==> config.mk <==
export PLATFORM = sky130hd
export DESIGN_NAME = rr_decode_arbiter
export DESIGN_NICKNAME = d
export VERILOG_FILES = /design/src/rtl/rr_decode_arbiter.sv
export SDC_FILE = /design/constraint.sdc
export NUM_CORES = 1
export LEC_CHECK = 0
export CAP_MARGIN = 20
export CORE_ASPECT_RATIO = 0.75
export CORE_UTILIZATION = 25
export DETAILED_ROUTE_END_ITERATION = 16
export PLACE_DENSITY = 0.54
export SLEW_MARGIN = 20
export SYNTH_ARGS = -nofsm -noshare
export SYNTH_HDL_FRONTEND = slang
export SYNTH_SLANG_ARGS = --single-unit
==> constraint.sdc <==
create_clock -name clk -period 2 [get_ports clk]
set_input_delay 0.2 -clock clk [delete_from_list [all_inputs] [get_ports clk]]
set_output_delay 0.2 -clock clk [all_outputs]
set_load 0.05 [all_outputs]
==> src/rtl/rr_decode_arbiter.sv <==
// Four-way round-robin arbiter with a decoded one-hot grant, owner release,
// hold timeout and a mandatory dead cycle between successive owners.
module rr_decode_arbiter #(
  parameter int HOLD_MAX = 8,
  parameter int CW       = 8
) (
  input  logic       clk,
  input  logic       rst_n,
  input  logic [3:0] req,
  input  logic [3:0] done,
  output logic [3:0] grant,
  output logic [1:0] grant_idx,
  output logic       grant_valid,
  output logic       timeout
);

  typedef enum logic [1:0] {
    IDLE  = 2'd0,
    GRANT = 2'd1,
    GAP   = 2'd2
  } state_t;

  localparam logic [CW-1:0] HOLD_LIMIT = CW'(HOLD_MAX);

  state_t        state, state_next;
  logic [1:0]    ptr, ptr_next;
  logic [CW-1:0] hold_cnt, hold_cnt_next;
  logic [3:0]    grant_next;
  logic [1:0]    grant_idx_next;
  logic          grant_valid_next;
  logic          timeout_next;

  logic          found;
  logic [1:0]    winner;
  logic [1:0]    cand;
  logic          release_now;
  logic          expire_now;

  // Rotating priority search: the first set request at or after ptr wins.
  always_comb begin
    found  = 1'b0;
    winner = ptr;
    cand   = ptr;
    for (int k = 0; k < 4; k++) begin
      cand = ptr + 2'(k);
      if (!found && req[cand]) begin
        found  = 1'b1;
        winner = cand;
      end
    end
  end

  assign release_now = done[grant_idx] | ~req[grant_idx];
  assign expire_now  = (hold_cnt == HOLD_LIMIT);

  always_comb begin
    state_next       = state;
    ptr_next         = ptr;
    hold_cnt_next    = hold_cnt;
    grant_next       = grant;
    grant_idx_next   = grant_idx;
    grant_valid_next = grant_valid;
    timeout_next     = 1'b0;

    unique case (state)
      IDLE: begin
        if (found) begin
          state_next       = GRANT;
          grant_idx_next   = winner;
          grant_next       = 4'b0001 << winner;
          grant_valid_next = 1'b1;
          hold_cnt_next    = CW'(1);
        end
      end

      GRANT: begin
        if (release_now || expire_now) begin
          // A release in the timeout cycle wins, so no timeout pulse then.
          state_next       = GAP;
          grant_next       = 4'b0000;
          grant_valid_next = 1'b0;
          ptr_next         = grant_idx + 2'd1;
          hold_cnt_next    = '0;
          timeout_next     = ~release_now;
        end else if (hold_cnt != HOLD_LIMIT) begin
          hold_cnt_next = hold_cnt + CW'(1);
        end
      end

      GAP: begin
        state_next = IDLE;
      end

      default: begin
        state_next       = IDLE;
        grant_next       = 4'b0000;
        grant_valid_next = 1'b0;
        hold_cnt_next    = '0;
      end
    endcase
  end

  always_ff @(posedge clk or negedge rst_n) begin
    if (!rst_n) begin
      state       <= IDLE;
      ptr         <= 2'd0;
      hold_cnt    <= '0;
      grant       <= 4'b0000;
      grant_idx   <= 2'd0;
      grant_valid <= 1'b0;
      timeout     <= 1'b0;
    end else begin
      state       <= state_next;
      ptr         <= ptr_next;
      hold_cnt    <= hold_cnt_next;
      grant       <= grant_next;
      grant_idx   <= grant_idx_next;
      grant_valid <= grant_valid_next;
      timeout     <= timeout_next;
    end
  end

endmodule

==> metrics.txt, run 1 <==
# setup viols final 0; yosys warns 0; Final ANT Viol Nets 0; Vias/cell 4.85; IR drop worst, VDD 797 uV; crit end category register; DRC Markers 0; worst hold path type input port to async pin; syn_nets 114; CTS clk-pin slew, worst paths 80 ps; Max Freq 558 MHz; root buffer cell clkbuf_8; FF+latch count, synth 20; CTS Buf Count 3; DIE WIDTH 79.8 um; Crit Path Class register to register; share of layout cells above drive strength 1 20.3%; sequential area share after synthesis 44.2%; worst-case clock skew 2.70 ps; Synth Cell Area 1130 um^2; initial antenna violation count 0; fin crit share 89.7%; worst-path fanout max 9; cell leakage power 0.641 nW; number of H-tree levels 1; Layout area overhead 32.2%; Max Root-Sink Buffers 2; wire per inst 13.9 um; Hold WS 282 ps; minimum clock period 1790 ps; Setup crit start kind register; final hold vios 0; Post-Route WL 2.61 mm; fin area 1500 um^2; fin nets 146; CTS tree built; io pins 18; Detail Placement HPWL 2.08 mm; die area 4810 um^2; Critical Path AT 1940 ps; Iteration-0 DRC Markers 38; pre-CTS setup slack -70.2 ps; post-CTS setup buffers 0; Slew HR 61.7%; post-synth cell types 43; Starting Density 27.0%; Post-Synthesis Cells 102; number of global-route vias before repair 946; R2R depth 4; core area 4200 um^2; GRT Total Usage 12.9%; Die Y 60.3 um; DRT Pass-1 Iters 4; Max Transition Viols Final 0; max_cap viols 0; gr ovfl total 0; Setup WS post-layout 206 ps; Post-CTS Hold Buffers 0; Placed Area 1440 um^2; first-pass GRT wire length 4.62 mm; PwrDens 1390 nW/um^2; largest net degree at the start of global routing 21; worst setup path start hold_cnt[4]$_DFFE_PN0P_; Avg Inst Size Synth 11.1 um^2; r2r startpoint hold_cnt[4]$_DFFE_PN0P_; global placer's final weighted congestion 0.774; Clock Sinks 20; # rows 20; total power 2.09 mW; status finished clean; unrepaired setup endpoints after global routing false; Port Buffers 17; Clock Latency Late Sink 260 ps; commonest non-fill, non-tap cell in the layout dfrtp_1; Worst Tran Pin Value 571 ps; n_diodes 0; most frequent cells in the layout 20 x dfrtp_1, 17 x clkdlybuf4s50_1, 11 x buf_4; Critical Path RT 2150 ps; routed via count 912; cts repair resizes 0
==> final cells by class <==
type	count	area (um^2)
inverters	3	11.3
fillers	437	2710
multi-input cells	78	611
flip-flops and latches	20	500
repair buffers	28	253
clock buffers	4	55.1
well taps	55	68.8
==> cells by family after synthesis <==
| family | synth area share [%] |
|---|---|
| xor+xnor | 0.773 |
| flops | 44.2 |
| fa+ha+maj | 2.21 |
| simple gates | 21.0 |
| compound gates | 24.3 |
| mux | 5.63 |
| buf+inv | 1.99 |
==> sequential cells by signal, indices dropped and copies added (netlist names) <==
register,count
hold_cnt,8
grant,4
grant_idx,2
ptr,2
state,2
grant_valid,1
timeout,1
==> synthesized netlist by cell type (all sizes together) <==
cell	count	share of area [%]
a22o	5	3.9
a21o	1	0.66
nor3	3	1.3
or2	1	0.77
buf	1	0.99
and3	2	1.1
ha	2	2.2
inv	3	0.99
and2b	1	0.66
and2	1	0.55
nor2	6	2.2
o31ai	4	2.6
mux2	3	3.6
o21a	2	1.3
o2111ai	1	0.77
o41a	1	0.99
xor2	1	0.77
nor2b	7	3.9
or4	1	0.99
o21ai	5	3.5
o211ai	2	1.8
o21bai	1	0.66
o2bb2ai	3	2.9
o311ai	1	1.4
nand3	1	0.44
or3	1	0.55
dfrtp	20	44
and3b	2	1.5
nand2b	6	3.3
a32o	2	1.8
o41ai	1	0.77
a21oi	1	0.44
nor4	3	1.7
nand2	4	1.3
a2bb2oi	1	0.77
nand3b	1	0.66
mux4	1	2.0
==> report_power, final <==
group | switching (mW) | internal [mW]
clock | 0.135 | 0.175
sequential | 0.140 | 0.535
combinational | 0.634 | 0.470
total | 0.909 | 1.18
==> worst paths after layout <==
path	to	slack, ps
worst max-delay path	hold_cnt[1]$_DFFE_PN0P_	210
worst min-delay path	grant[2]$_DFFE_PN0P_	280
worst max register to register	hold_cnt[1]$_DFFE_PN0P_	210
worst min register to register	grant_valid$_DFFE_PN0P_	500
max in group asynchronous	state[1]$_DFFE_PN0P_	1500
min in group clk	grant_valid$_DFFE_PN0P_	500
==> stage by stage <==
stage,setup TNS (ps),utilization (%),cells
2_1_floorplan,0,-,102
3_3_place_gp,-196,34.3,184
3_5_place_dp,-505,34.3,184
4_1_cts,0,35.7,188
5_1_grt,0,35.7,188
6_report,0,35.7,188
==> metal layers <==
layer  up-vias  GRT usage [%]  wire (um)
li1        448              -          -
met1       452           18.0       1390
met2        10           20.6       1140
met3         2           2.75         54
met4         0           3.06         20
met5         -              0          0
==> critical path: stages (launching register included) <==
cell,delay [ps]
dfrtp_1,420
or4_4,570
o21ai_4,310
nor2_2,130
a22o_1,260
Note: power is estimated with default switching activity, not from simulation.
==> run 2, diff against run 1 <==
--- a/config.mk
+++ b/config.mk
@@ -11,4 +11,5 @@
 export DETAILED_ROUTE_END_ITERATION = 16
 export PLACE_DENSITY = 0.54
+export RECOVER_POWER = 100
 export SLEW_MARGIN = 20
 export SYNTH_ARGS = -nofsm -noshare
==> constraint.sdc (replaced) <==
create_clock -name clk -period 2 [get_ports clk]
set_input_delay 0.3 -clock clk [delete_from_list [all_inputs] [get_ports clk]]
set_output_delay 0.3 -clock clk [all_outputs]
set_load 0.05 [all_outputs]
==> run 2 against run 1 <==
Global-route usage down 0.64 points. Clock skew up 1.1 ps. Count of clock-buffer cells in the layout unchanged. Sequential power about the same. Wire length down 3.6%. Critical endpoint is now grant_idx[1]. Highest routed layer unchanged.
==> metrics.txt, run 2 (same netlist as run 1, synthesis figures left out) <==
critical path cell sequence dlygate4sd3_1; Post-Route WL 2.52 mm; r2r startpoint hold_cnt[4]$_DFFE_PN0P_; cell leakage power 0.640 nW; DRC Markers 0; root buffer cell clkbuf_8; most frequent cells in the layout 20 x dfrtp_1, 10 x dlygate4sd3_1, 7 x nor2b_1, 7 x clkdlybuf4s50_1, 7 x buf_4; worst hold path type register to register; setup tns final 0 ps; Detail Placement HPWL 1.94 mm; Crit path buffers/inverters 1; Hold WS 493 ps; initial antenna violation count 0; Slowest-stage cell, CP dlygate4sd3_1; Critical Path AT 1590 ps; Iteration-0 DRC Markers 55; Layout area overhead 29.8%; status finished clean; minimum clock period 1890 ps; # setup viols final 0; worst-case clock skew 3.76 ps; Clock Latency Late Sink 260 ps; Critical Path RT 1700 ps; Port Buffers 17; CTS clk-pin slew, worst paths 70 ps; Starting Density 27.0%; number of H-tree levels 1; Crit Path Class register to primary output; share of layout cells above drive strength 1 15.8%; crit end category primary output; Setup WS post-layout 113 ps; pre-CTS setup slack -63.4 ps; Vias/cell 4.94; die area 4810 um^2; Clock power frac 15.3%; fin crit share 94.4%; internal power 1.12 mW; critical path depth in cells 1; first-pass GRT wire length 4.42 mm; n_diodes 0; unrepaired setup endpoints after global routing false; Die Y 60.3 um; GRT Total Usage 12.3%; Worst Tran Pin Value 1090 ps; number of global-route vias before repair 946; Worst path max stage delay 900 ps; Top Registers hold_cnt x8, grant x4; post-CTS setup buffers 0; core area 4200 um^2; cell family with most CP delay buffers and inverters; fin nets 146; max FFs per register 8; DRT Pass-1 Iters 4; Most flops, register hold_cnt; Max Freq 530 MHz; Reg power frac 33.5%; # rows 20; R2R depth 4; routed via count 928; max_cap viols 0; combinational share of power 51.2%; total power 2.00 mW; largest net degree at the start of global routing 21; Sequential Area 500 um^2; Slew HR 27.2%; area of the multi-input gates 593 um^2; Layout Utilization 35.0%; r2r endpoint ptr[1]$_DFFE_PN0P_; Clock Sinks 20; Setup crit start kind register; PwrDens 1360 nW/um^2; r2r setup slk 170 ps; wire per inst 13.4 um; cts repair resizes 0; switching power 882 uW; switch share 44.0%; commonest non-fill, non-tap cell in the layout dfrtp_1; global placer's final weighted congestion 0.798; worst-path fanout max 4; DIE WIDTH 79.8 um; worst setup path start grant_idx[1]$_DFFE_PN0P_; gr ovfl total 0; final hold vios 0; Final ANT Viol Nets 0; Max Root-Sink Buffers 2; io pins 18; Setup crit end grant_idx[1]; fill count 435; Max Transition Viols Final 0; IR drop worst, VDD 647 uV; Post-CTS Hold Buffers 0; CTS Buf Count 3; CTS tree built
[run 2: routing by layer]
metal / vias up / global-route usage [%] / routed length (um)
li1: 456 / - / -
met1: 450 / 17.1 / 1400
met2: 20 / 18.6 / 1010
met3: 2 / 2.60 / 74
met4: 0 / 5.36 / 27
met5: - / 0 / 0
[run 2: metrics by stage]
step,area (um^2),instances
after floorplan,1130,102
after global placement,1440,184
after detailed placement,1440,184
after CTS,1500,188
after global routing,1470,188
final,1470,188
[run 2: power by group through the flow]
stage / Combinational [mW] / Clock (mW) / Sequential (mW)
3_3_place_gp: 1.10 / 0 / 0.679
4_1_cts: 1.11 / 0.319 / 0.676
3_5_place_dp: 1.11 / 0 / 0.682
6_report: 1.03 / 0.306 / 0.672
5_1_grt: 1.12 / 0.336 / 0.700
2_1_floorplan: 0.533 / 0 / 0.890
[run 2: cell type report]
cell class	count	share of cell area [%]
sequential	20	34.0
inverter	3	0.765
tap	55	4.68
clock buffer	4	3.74
multi-input combinational	78	40.3
timing repair buffer	28	16.5
[run 2: worst min path at each step]
| stage | start | to | slack (ps) | cells after the start |
|---|---|---|---|---|
| after floorplan | rst_n | grant[0]$_DFFE_PN0P_ | 4 | 0 |
| after global placement | grant_valid$_DFFE_PN0P_ | grant_valid$_DFFE_PN0P_ | 460 | 1 |
| after detailed placement | grant_valid$_DFFE_PN0P_ | grant_valid$_DFFE_PN0P_ | 470 | 1 |
| after CTS | rst_n | hold_cnt[5]$_DFFE_PN0P_ | 380 | 2 |
| after global routing | grant[3]$_DFFE_PN0P_ | grant[3]$_DFFE_PN0P_ | 510 | 1 |
| final | grant_valid$_DFFE_PN0P_ | grant_valid$_DFFE_PN0P_ | 490 | 1 |
==> run 3, diff against run 2 <==
RECOVER_POWER = 50   (was 100)
==> run 3 against run 2 <==
Critical path depth stayed put. Via count is 1.7% lower. Critical endpoint unchanged. Register-to-register slack better by 20 ps. Largest power group unchanged. Design area is 1.4% higher. Sequential cell count stayed put. Die area stayed put. Count of clock-buffer cells in the layout stayed put. First-iteration DRC count is 22% higher. Global-route usage stayed put.
==> metrics.txt, run 3 (same netlist as run 1, synthesis figures left out) <==
# rows 20; DRC Markers 0; cell family with most CP delay buffers and inverters; n_diodes 0; cts repair resizes 0; fin crit share 92.4%; Layout area overhead 31.6%; fin nets 146; internal power 1.19 mW; share of layout cells above drive strength 1 18.8%; Crit path buffers/inverters 1; Crit Path Class register to primary output; # setup viols final 0; PwrDens 1400 nW/um^2; CTS Buf Count 3; critical path cell sequence clkdlybuf4s50_1; Layout Cells excl Fill 188; DIE WIDTH 79.8 um; status finished clean; io pins 18; worst hold path type register to register; switching power 897 uW; Post-CTS Hold Buffers 0; most frequent cells in the layout 20 x dfrtp_1, 15 x clkdlybuf4s50_1, 9 x buf_4; switch share 43.0%; CTS clk-pin slew, worst paths 80 ps; area of the multi-input gates 611 um^2; die area 4810 um^2; Post-Route WL 2.50 mm; placed cells 184; Max Root-Sink Buffers 2; Die Y 60.3 um; largest net degree at the start of global routing 21; Reg power frac 32.5%; Clock Latency Late Sink 260 ps; Clock power frac 14.8%; DRT Pass-1 Iters 4; Port Buffers 17; Vias/cell 4.85; number of global-route vias before repair 946; minimum clock period 1850 ps; root buffer cell clkbuf_8; CTS tree built; initial antenna violation count 0; routed via count 912; Slowest-stage cell, CP clkdlybuf4s50_1; Max Freq 541 MHz; IR drop worst, VDD 682 uV; global placer's final weighted congestion 0.798; first-pass GRT wire length 4.42 mm; GRT Total Usage 12.3%; Top Registers hold_cnt x8, grant x4; Iteration-0 DRC Markers 67; max_cap viols 0; Final ANT Viol Nets 0; Worst path max stage delay 840 ps; max FFs per register 8; Critical Path RT 1700 ps; unrepaired setup endpoints after global routing false; Most flops, register hold_cnt; Starting Density 27.0%; Max Transition Viols Final 0; worst-case clock skew 2.98 ps; cell leakage power 0.634 nW; commonest non-fill, non-tap cell in the layout dfrtp_1; Worst Tran Pin Value 1090 ps; Detail Placement HPWL 1.94 mm; Slew HR 27.0%; Sequential Area 500 um^2; gr ovfl total 0; post-CTS setup buffers 0; crit end category primary output; worst-path fanout max 4; fill count 428; Setup crit start kind register; core area 4200 um^2; combinational share of power 52.8%; total power 2.09 mW; wire per inst 13.3 um; number of H-tree levels 1; final hold vios 0; Hold WS 499 ps; Critical Path AT 1550 ps; Clock Sinks 20
==> run 3: cell types whose count changed in the layout (fill, tap and decap cells not counted), sizes merged <==
cell | previous run | this run
buf | 7 | 9
clkbuf | 8 | 6
clkdlybuf4s50 | 7 | 15
dlygate4sd3 | 10 | 2
==> run 3: layout make-up <==
class                      instances  share of cell area [%]
multi-input combinational         78                    40.9
sequential                        20                    33.6
timing repair buffer              28                    16.4
tap                               55                    4.61
clock buffer                       4                    3.69
inverter                           3                   0.755
==> run 3: layer usage <==
metal / wire (um) / GRT usage (%) / share of wire [%] / vias to the layer above
met2: 1000 / 18.6 / 40 / 21
met5: 0 / 0 / 0 / -
li1: - / - / - / 453
met1: 1390 / 17.1 / 56 / 436
met3: 80 / 2.60 / 3.2 / 2
met4: 27 / 5.36 / 1.1 / 0
==> run 3: worst paths after layout <==
check | startpoint | endpoint | slack [ps] | cells past startpoint
hold reg to reg | grant_valid$_DFFE_PN0P_ | grant_valid$_DFFE_PN0P_ | 500 | 1
max in group asynchronous | rst_n | hold_cnt[5]$_DFFE_PN0P_ | 590 | 2
hold / removal | grant_valid$_DFFE_PN0P_ | grant_valid$_DFFE_PN0P_ | 500 | 1
setup reg to reg | hold_cnt[4]$_DFFE_PN0P_ | hold_cnt[1]$_DFFE_PN0P_ | 190 | 4
setup / recovery | grant_idx[1]$_DFFE_PN0P_ | grant_idx[1] | 150 | 1
min in group asynchronous | rst_n | grant[1]$_DFFE_PN0P_ | 760 | 2
==> run 3: per-stage QoR <==
step	instance area, um^2	util (%)	setup TNS (ps)	worst slack [ps]
global placement	1440	34.3	-350	-35.6
floorplan	1130	-	0	86.3
finish	1490	35.5	0	152
detailed placement	1440	34.3	-645	-63.4
CTS	1500	35.7	0	149
global route	1490	35.5	0	59.8
==> run 3: power groups by stage <==
stage / clock network, mW / registers [mW] / logic (mW)
floorplan: 0 / 0.890 / 0.533
global placement: 0 / 0.679 / 1.10
detailed placement: 0 / 0.682 / 1.11
CTS: 0.319 / 0.676 / 1.11
global route: 0.336 / 0.704 / 1.19
finish: 0.308 / 0.678 / 1.10
